## src/rtl/param_memory_pkg.sv

```systemverilog
// Shared types and helpers for param_memory: FSM state encoding, legal
// read-latency bounds and the even-parity helper.
package param_memory_pkg;

    typedef enum logic {
        CLEAR = 1'b0,
        READY = 1'b1
    } mem_state_t;

    localparam int READ_LAT_MIN = 1;
    localparam int READ_LAT_MAX = 2;
    localparam int PAR_MAX_W    = 64;

    // Callers zero-extend to PAR_MAX_W; the padding does not change the XOR.
    function automatic logic par_even(input logic [PAR_MAX_W-1:0] data);
        return ^data;
    endfunction

endpackage

```

## src/rtl/mem_rd_pipe.sv

```systemverilog
// Read-return register chain of DEPTH stages carrying {valid, data}.
// Data stages only load on a valid beat so the output holds between reads.
module mem_rd_pipe #(
    parameter int W     = 8,
    parameter int DEPTH = 1
) (
    input  logic         clk,
    input  logic         rst,
    input  logic         i_valid,
    input  logic [W-1:0] i_data,
    output logic         o_valid,
    output logic [W-1:0] o_data
);

    genvar gi;
    generate
        for (gi = 0; gi < DEPTH; gi++) begin : g_stage
            logic         r_valid;
            logic [W-1:0] r_data;
            logic         w_vin;
            logic [W-1:0] w_din;

            if (gi == 0) begin : g_first
                assign w_vin = i_valid;
                assign w_din = i_data;
            end else begin : g_next
                assign w_vin = g_stage[gi-1].r_valid;
                assign w_din = g_stage[gi-1].r_data;
            end

            always_ff @(posedge clk or posedge rst) begin
                if (rst) begin
                    r_valid <= 1'b0;
                    r_data  <= '0;
                end else begin
                    r_valid <= w_vin;
                    if (w_vin) begin
                        r_data <= w_din;
                    end
                end
            end
        end
    endgenerate

    assign o_valid = g_stage[DEPTH-1].r_valid;
    assign o_data  = g_stage[DEPTH-1].r_data;

endmodule

```

## src/rtl/param_memory.sv

```systemverilog
// Parametrised single-port RAM with post-reset / on-request clear sweep,
// read-valid qualification and access-error reporting. Optional stored
// parity is enabled with the PARAM_MEMORY_PARITY_EN macro.
module param_memory
    import param_memory_pkg::*;
#(
    parameter int DATA_W   = 8,
    parameter int ADDR_W   = 4,
    parameter int READ_LAT = 1
) (
    input  logic              clk,
    input  logic              rst,
    input  logic              clear_req,
    input  logic              write,
    input  logic              read,
    input  logic [ADDR_W-1:0] address,
    input  logic [DATA_W-1:0] data_in,
    output logic [DATA_W-1:0] data_out,
    output logic              rd_valid,
    output logic              ready,
    output logic              access_err
`ifdef PARAM_MEMORY_PARITY_EN
    ,
    input  logic              inj_parity_flip,
    output logic              rd_parity_err
`endif
);

    localparam int DEPTH = 2 ** ADDR_W;
    localparam int CNT_W = ADDR_W + 1;
`ifdef PARAM_MEMORY_PARITY_EN
    localparam int WORD_W = DATA_W + 1;
`else
    localparam int WORD_W = DATA_W;
`endif

    generate
        if (READ_LAT < READ_LAT_MIN || READ_LAT > READ_LAT_MAX) begin : g_bad_lat
            $error("param_memory: READ_LAT must be 1 or 2");
        end
    endgenerate

    mem_state_t        r_state;
    mem_state_t        w_state_next;
    logic [CNT_W-1:0]  r_cnt;
    logic [CNT_W-1:0]  w_cnt_next;
    logic              w_ready;
    logic              w_we;
    logic [ADDR_W-1:0] w_waddr;
    logic [WORD_W-1:0] w_wdata;
    logic [WORD_W-1:0] w_wr_word;
    logic              w_rd_en;
    logic [WORD_W-1:0] r_mem [DEPTH];
    logic [WORD_W-1:0] r_rd_word;
    logic              r_rd_vld;
    logic              r_access_err;
    logic [WORD_W-1:0] w_pipe_in;
    logic [WORD_W-1:0] w_pipe_out;

    assign w_ready = (r_state == READY);
    assign w_rd_en = read & w_ready;

    always_ff @(posedge clk or posedge rst) begin
        if (rst) begin
            r_state <= CLEAR;
            r_cnt   <= '0;
        end else begin
            r_state <= w_state_next;
            r_cnt   <= w_cnt_next;
        end
    end

    always_comb begin
        w_state_next = r_state;
        w_cnt_next   = r_cnt;
        case (r_state)
            CLEAR: begin
                if (r_cnt == CNT_W'(DEPTH - 1)) begin
                    w_state_next = READY;
                    w_cnt_next   = '0;
                end else begin
                    w_cnt_next = r_cnt + 1'b1;
                end
            end
            READY: begin
                if (clear_req) begin
                    w_state_next = CLEAR;
                    w_cnt_next   = '0;
                end
            end
            default: begin
                w_state_next = CLEAR;
                w_cnt_next   = '0;
            end
        endcase
    end

`ifdef PARAM_MEMORY_PARITY_EN
    assign w_wr_word = {par_even(PAR_MAX_W'(data_in)) ^ inj_parity_flip, data_in};
`else
    assign w_wr_word = data_in;
`endif

    // The sweep owns the single write port while not ready.
    always_comb begin
        w_we    = 1'b0;
        w_waddr = address;
        w_wdata = w_wr_word;
        if (!w_ready) begin
            w_we    = 1'b1;
            w_waddr = r_cnt[ADDR_W-1:0];
            w_wdata = '0;
        end else if (write) begin
            w_we = 1'b1;
        end
    end

    // Array and its read register stay unreset so they map onto block RAM.
    always_ff @(posedge clk) begin
        if (w_we) begin
            r_mem[w_waddr] <= w_wdata;
        end
        if (w_rd_en) begin
            r_rd_word <= r_mem[address];
        end
    end

    always_ff @(posedge clk or posedge rst) begin
        if (rst) begin
            r_rd_vld     <= 1'b0;
            r_access_err <= 1'b0;
        end else begin
            r_rd_vld     <= w_rd_en;
            r_access_err <= (write | read) & ~w_ready;
        end
    end

`ifdef PARAM_MEMORY_PARITY_EN
    assign w_pipe_in = {par_even(PAR_MAX_W'(r_rd_word[DATA_W-1:0])) ^ r_rd_word[DATA_W],
                        r_rd_word[DATA_W-1:0]};
`else
    assign w_pipe_in = r_rd_word;
`endif

    mem_rd_pipe #(
        .W     (WORD_W),
        .DEPTH (READ_LAT)
    ) u_rd_pipe (
        .clk     (clk),
        .rst     (rst),
        .i_valid (r_rd_vld),
        .i_data  (w_pipe_in),
        .o_valid (rd_valid),
        .o_data  (w_pipe_out)
    );

    assign data_out   = w_pipe_out[DATA_W-1:0];
    assign ready      = w_ready;
    assign access_err = r_access_err;
`ifdef PARAM_MEMORY_PARITY_EN
    assign rd_parity_err = rd_valid & w_pipe_out[DATA_W];
`endif

endmodule

```

## config.mk

```make
export PLATFORM = sky130hd
export DESIGN_NAME = param_memory
export DESIGN_NICKNAME = d
export VERILOG_FILES = /design/src/rtl/param_memory_pkg.sv /design/src/rtl/mem_rd_pipe.sv /design/src/rtl/param_memory.sv
export SDC_FILE = /design/constraint.sdc
export NUM_CORES = 1
export LEC_CHECK = 0
export ABC_AREA = 1
export CORE_MARGIN = 8
export CORE_UTILIZATION = 45
export CTS_CLUSTER_DIAMETER = 30
export DETAILED_ROUTE_END_ITERATION = 16
export SLEW_MARGIN = 30
export SYNTH_ARGS = -nofsm -noshare
export SYNTH_HDL_FRONTEND = slang
export SYNTH_SLANG_ARGS = --single-unit
```

## constraint.sdc

```tcl
create_clock -name clk -period 2.75 [get_ports clk]
set_input_delay 0.275 -clock clk [delete_from_list [all_inputs] [get_ports clk]]
set_output_delay 0.275 -clock clk [all_outputs]
set_load 0.01 [all_outputs]
```

* After elaboration in Yosys (flattened, before gate mapping)
Memories as Yosys holds them, arrays and structs flattened. A register that Yosys moved wholly into a read port is not among the register bits.
Index checks and enable logic that the tools add are counted.
W data, S select, Z words.
** Cells by class
- Muxes and demuxes :: 12
- Equal/unequal tests :: 2
- Bitwise gates (word level) :: 4
- Add/subtract/negate cells :: 1
** Operator list (count)
- $mux W5 :: 2
- $pmux W5 S2 :: 1
- $mux W8 :: 1
- $mux W1 :: 6
- $add A5 B1 Y5 const B :: 1
- $eq A5 B4 Y1 const B :: 1
- $mux W4 :: 1
- $and A1 B1 Y1 :: 2
- $ne A2 B2 Y1 const B :: 1
- $pmux W1 S2 :: 1
- $not A1 Y1 :: 1
- $or A1 B1 Y1 :: 1
** Word-level totals
- Bits of input ports :: 17
- Word-level logic and storage cells :: 26
- Output and inout port bits :: 11
- Bits in registers :: 17
- Memories kept :: 1
- Bits in writable memories :: 128
** Memory list
- r_mem :: depth 16, width 8, rd ports 1, clocked after Yosys merged registers in 1, write ports 1, RTL line param_memory.sv:53 : logic [WORD_W-1:0] r_mem [DEPTH];

* Logic depth before layout (Yosys ltp)
- Depth after elaboration :: 4
- Gate-level depth with buffers :: 9
- Mapped depth without buffers :: 7

* By module
A second synthesis with hierarchy kept.
** Second synthesis, totals
- Cell total of the unflattened synthesis :: 653
- Area total of the unflattened synthesis :: 6663.9 µm²
** Modules (own cells, without submodules)
- param_memory :: cells an instance 617, instances 1, area each 6329.8 µm²
- mem_rd_pipe :: cells an instance 36, instances 1, area each 334.1 µm²

* Worst setup path before layout
Ideal clock, no wire load.
- Path kind :: register -> register
- From :: reg r_state (netlist: ready)
- To :: mem r_mem[14][0] in the netlist's numbering, enable pin
- Slack :: 1.063 ns
- Cell stages (with the launch flop) :: 7
- Period minus slack after synthesis :: 1.687 ns
- Path buffers :: 1
- Data arrival time :: 1.317 ns
- Path through :: dfrtp_1 buf_4 nand2_1 o21ai_2 inv_1 nand3_1 nor2_1
** On the way
- Longest elaborated chain between the ends :: 3
- Elaborated cells on any way between the ends :: 4
- Those cells by class :: 4 x mux
** Ends and longest elaborated chain
- start: declaration :: RTL line param_memory.sv:43 : mem_state_t r_state;
- start signal: assignment :: RTL line param_memory.sv:68 : r_state <= w_state_next;
- $mux W1 :: RTL line param_memory.sv:109 : if (!w_ready) begin
- $mux W1 :: RTL line param_memory.sv:120 : if (w_we) begin
- $mux W1 (implied by the code) :: RTL line param_memory.sv:121 : r_mem[w_waddr] <= w_wdata;
- end: declaration :: RTL line param_memory.sv:53
Several ways; a longest one is shown, not always the timed one.

* Worst setup path after layout
- From :: reg r_state (netlist: ready)
- To :: out ready
** RTL lines
- end: declaration :: RTL line param_memory.sv:20 : output logic ready,
No word-level cell between the ends.

==> summary.txt <==
Power
  – Leakage: 3.372 nW
  – Sequential Power Share: 0.468
  – Int Power: ~5.4 mW
  – Final total power: around 7.6 mW
  – Switching Power: 2.284 mW
  – PD cells: 991.8 nW/um^2
  – Clock network power share: 0.307
  – Proportion of power drawn by combinational gates: 0.224
  – Net Sw Frac: 0.2985
  – VDD IR max: 0.0006715 V

Floorplan
  – Ports: 28
  – Starting density of the core: 0.4586
  – Core area: 14480 um^2
  – Die area: 18900 um^2
  – Num rows: between 40 and 50
  – Die X: 137.5 um
  – Die height: 137.5 um

Clock network
  – CTS root buf: clkbuf_16
  – Skew-Pair Late Insertion Delay: 0.42 ns
  – Post-CTS Setup Inserts: 0
  – H-tree Lvls: 4
  – CTS tree: built
  – # hold bufs at CTS: 0
  – Clk pin slew, worst setup/hold paths: 0.06 ns
  – Count of clock tree sinks: 153
  – Post-CTS sizing: 0
  – Maximum clock path buffer count: 2
  – Inserted Clock Buffers: 17

Timing
  – Final hold viol count: 0
  – Worst slew pin tran: between 0.8 and 0.9 ns
  – Final setup violation count: 0
  – Skew final: 0.008903 ns
  – Max Fclk: between 400 and 500 MHz
  – Worst slew margin: 0.4356
  – Tmin final: 2.182 ns
  – Period utilisation layout: 0.7935
  – RSZ-0062 raised after global routing: no
  – Fin. max-slew vios: 0
  – Setup TNS: 0 ns

Outcome
  – Status: completed

Critical path
  – CP bufs+invs: 1
  – Critical path class: reg2out
  – FF-to-FF setup slack: 0.57 ns
  – Worst EP required: 2.48 ns
  – CP arrival: 1.91 ns
  – CP cell instances: clkdlybuf4s50_1
  – Worst path top cell family by delay: flip-flops
  – Critical Path Sink Type: primary output
  – Startpoint types: register
  – Max FO, Critical Path: 22
  – Slowest stage delay, CP: 0.81 ns
  – Crit path max-delay cell type: dfrtp_1

GRT
  – Total grt overflow: 0
  – Total GRT Usage: 0.1761
  – First-pass GRT wire length: 24120 um
  – Largest net degree at the start of global routing: 33
  – Vias in the first global route: 4365
  – Initial antenna violation count: 0

Layout
  – Fraction of layout cells with a size suffix above 1: 0.1033
  – NumNets Final: 693
  – Final instance area: 7712 um^2
  – FILL cells: 1267
  – Sequential cell area: 4509 um^2
  – Post-layout util: 0.5327
  – Non-filler instance count after layout: 871
  – Layout area overhead: 16.15%
  – Multi-input gate area: 1498 um^2
  – ANT cells: 0

Logic synthesis
  – Synth warnings: 0
  – Post-synthesis cell area: around 6600 um^2
  – Post-synthesis cell type count: 24
  – Area share of the largest cell type after synthesis: 0.6150
  – Top cells by area, synth: edfxtp_1, nand2_1, nand3_1, inv_1, dfrtp_1
  – Count leader, synth: nand2_1
  – Cell taking the most area after synthesis: edfxtp_1
  – Seq cells post-synth: 153
  – Post-synth top cells: nand2_1, edfxtp_1, inv_1
  – Mapped Cells: 635
  – Seq/Total Area, Yosys: 0.6791
  – Post-synth ARST share: 0.1111
  – Synth Flop Type: edfxtp_1
  – Post-Syn Area per Cell: 10.46 um^2
  – Post-synth EDFFs: 136
  – Syn nets: between 600 and 700

Route
  – Iter 0 DRT Violations: roughly 430
  – Routed wire length per instance: 17.39 um
  – Post-route ant nets: 0
  – Vias per cell: 4.997
  – Drt pass-1 iters: 8
  – Drt drc: 0
  – Met3 routed WL: 805 um
  – WL met2: 7318 um
  – Drt total wl: 15140 um
  – Routed length on met1: 6636 um
  – Vias: 4352
  – Uppermost layer routed: met4

Min path
  – Hold WC Path Type: in2async

Placement
  – Final Wtd Congestion: 0.8438
  – Placed cell areas: 7111 um^2
  – Placed cells: 840
  – Port Buffers: 27
  – DP HPWL: 9783 um

Job
  – Max Cap Violations: 0
## registers in the layout, summed over array words and instances (netlist names)
name               count
r_rd_word              8
u_rd_pipe.o_data       8
r_cnt                  5
r_rd_vld               1
r_mem                128
ready                  1
access_err             1
u_rd_pipe.o_valid      1
## logic make-up (layout without fill, tap and decap cells)
family	count (synthesis)	count (layout)	synth area share
AOI/OAI and AO/OA	9	9	0.009422
adders and majority gates	1	1	0.001884
buffers and inverters	146	198	0.09534
DFF	153	153	0.6791
muxes	8	8	0.01357
and+or+nand+nor	318	318	0.2007
## layer usage
metal / GRT usage / vias up
li1: - / 2128
met1: 0.2197 / 2086
met2: 0.2814 / 114
met3: 0.04413 / 24
met4: 0.08449 / 0
met5: 0 / -
## final cells by class
class                           instances  area share
Timing Repair Buffer                   49     0.05581
Tap cell                              184     0.02985
Multi-Input combinational cell        336      0.1942
Clock inverter                         14     0.02287
Inverter                              118     0.05743
Clock buffer                           17     0.05516
Sequential cell                       153      0.5847
## power by group through the flow
| stage | Clock (mW) | Sequential (mW) | Combinational [mW] |
|---|---|---|---|
| 6_report | 2.35 | 3.58 | 1.72 |
| 5_1_grt | 2.48 | 3.65 | 1.93 |
| 4_1_cts | 2.39 | 3.58 | 1.73 |
| 3_5_place_dp | 0 | 3.63 | 1.73 |
| 3_3_place_gp | 0 | 3.61 | 1.70 |
| 2_1_floorplan | 0 | 3.57 | 1.06 |
## placed cells by master (no fill, tap or decap)
master,instances
o22ai_1,2
bufinv_16,3
dfrtp_1,17
inv_6,1
clkinv_2,1
or2_2,1
a22o_1,1
buf_4,22
nand4_1,1
clkbuf_16,17
a21oi_2,1
clkdlybuf4s50_1,26
or2_1,1
nand2_1,191
o21ai_1,1
o21ai_0,2
mux2_2,8
edfxtp_1,136
inv_2,4
nor2_1,20
nand3_1,103
ha_1,1
buf_2,1
clkinv_4,4
inv_1,114
nor2_2,1
clkinvlp_4,5
o21ai_2,2
## per-stage QoR
stage / hold WS [ns] / worst slack, ns
finish: 0.2579 / 0.5678
global route: 0.2984 / 0.3863
CTS: 0.2649 / 0.5519
detailed placement: 0.4689 / 0.4849
global placement: 0.4645 / 0.5717
floorplan: 0.2011 / 1.063
## worst paths after layout
check / startpoint / to / cells past startpoint
worst min-delay path: rst / r_cnt[3] / 2
max in group asynchronous: rst / r_cnt[2] / 2
worst max register to register: ready / r_mem[15][6] / 4
worst min register to register: r_rd_word[0] / u_rd_pipe.o_data[0] / 1
min in group clk: read / access_err / 3
worst max-delay path: ready / ready / 1
(Power assumes the default switching activity.)
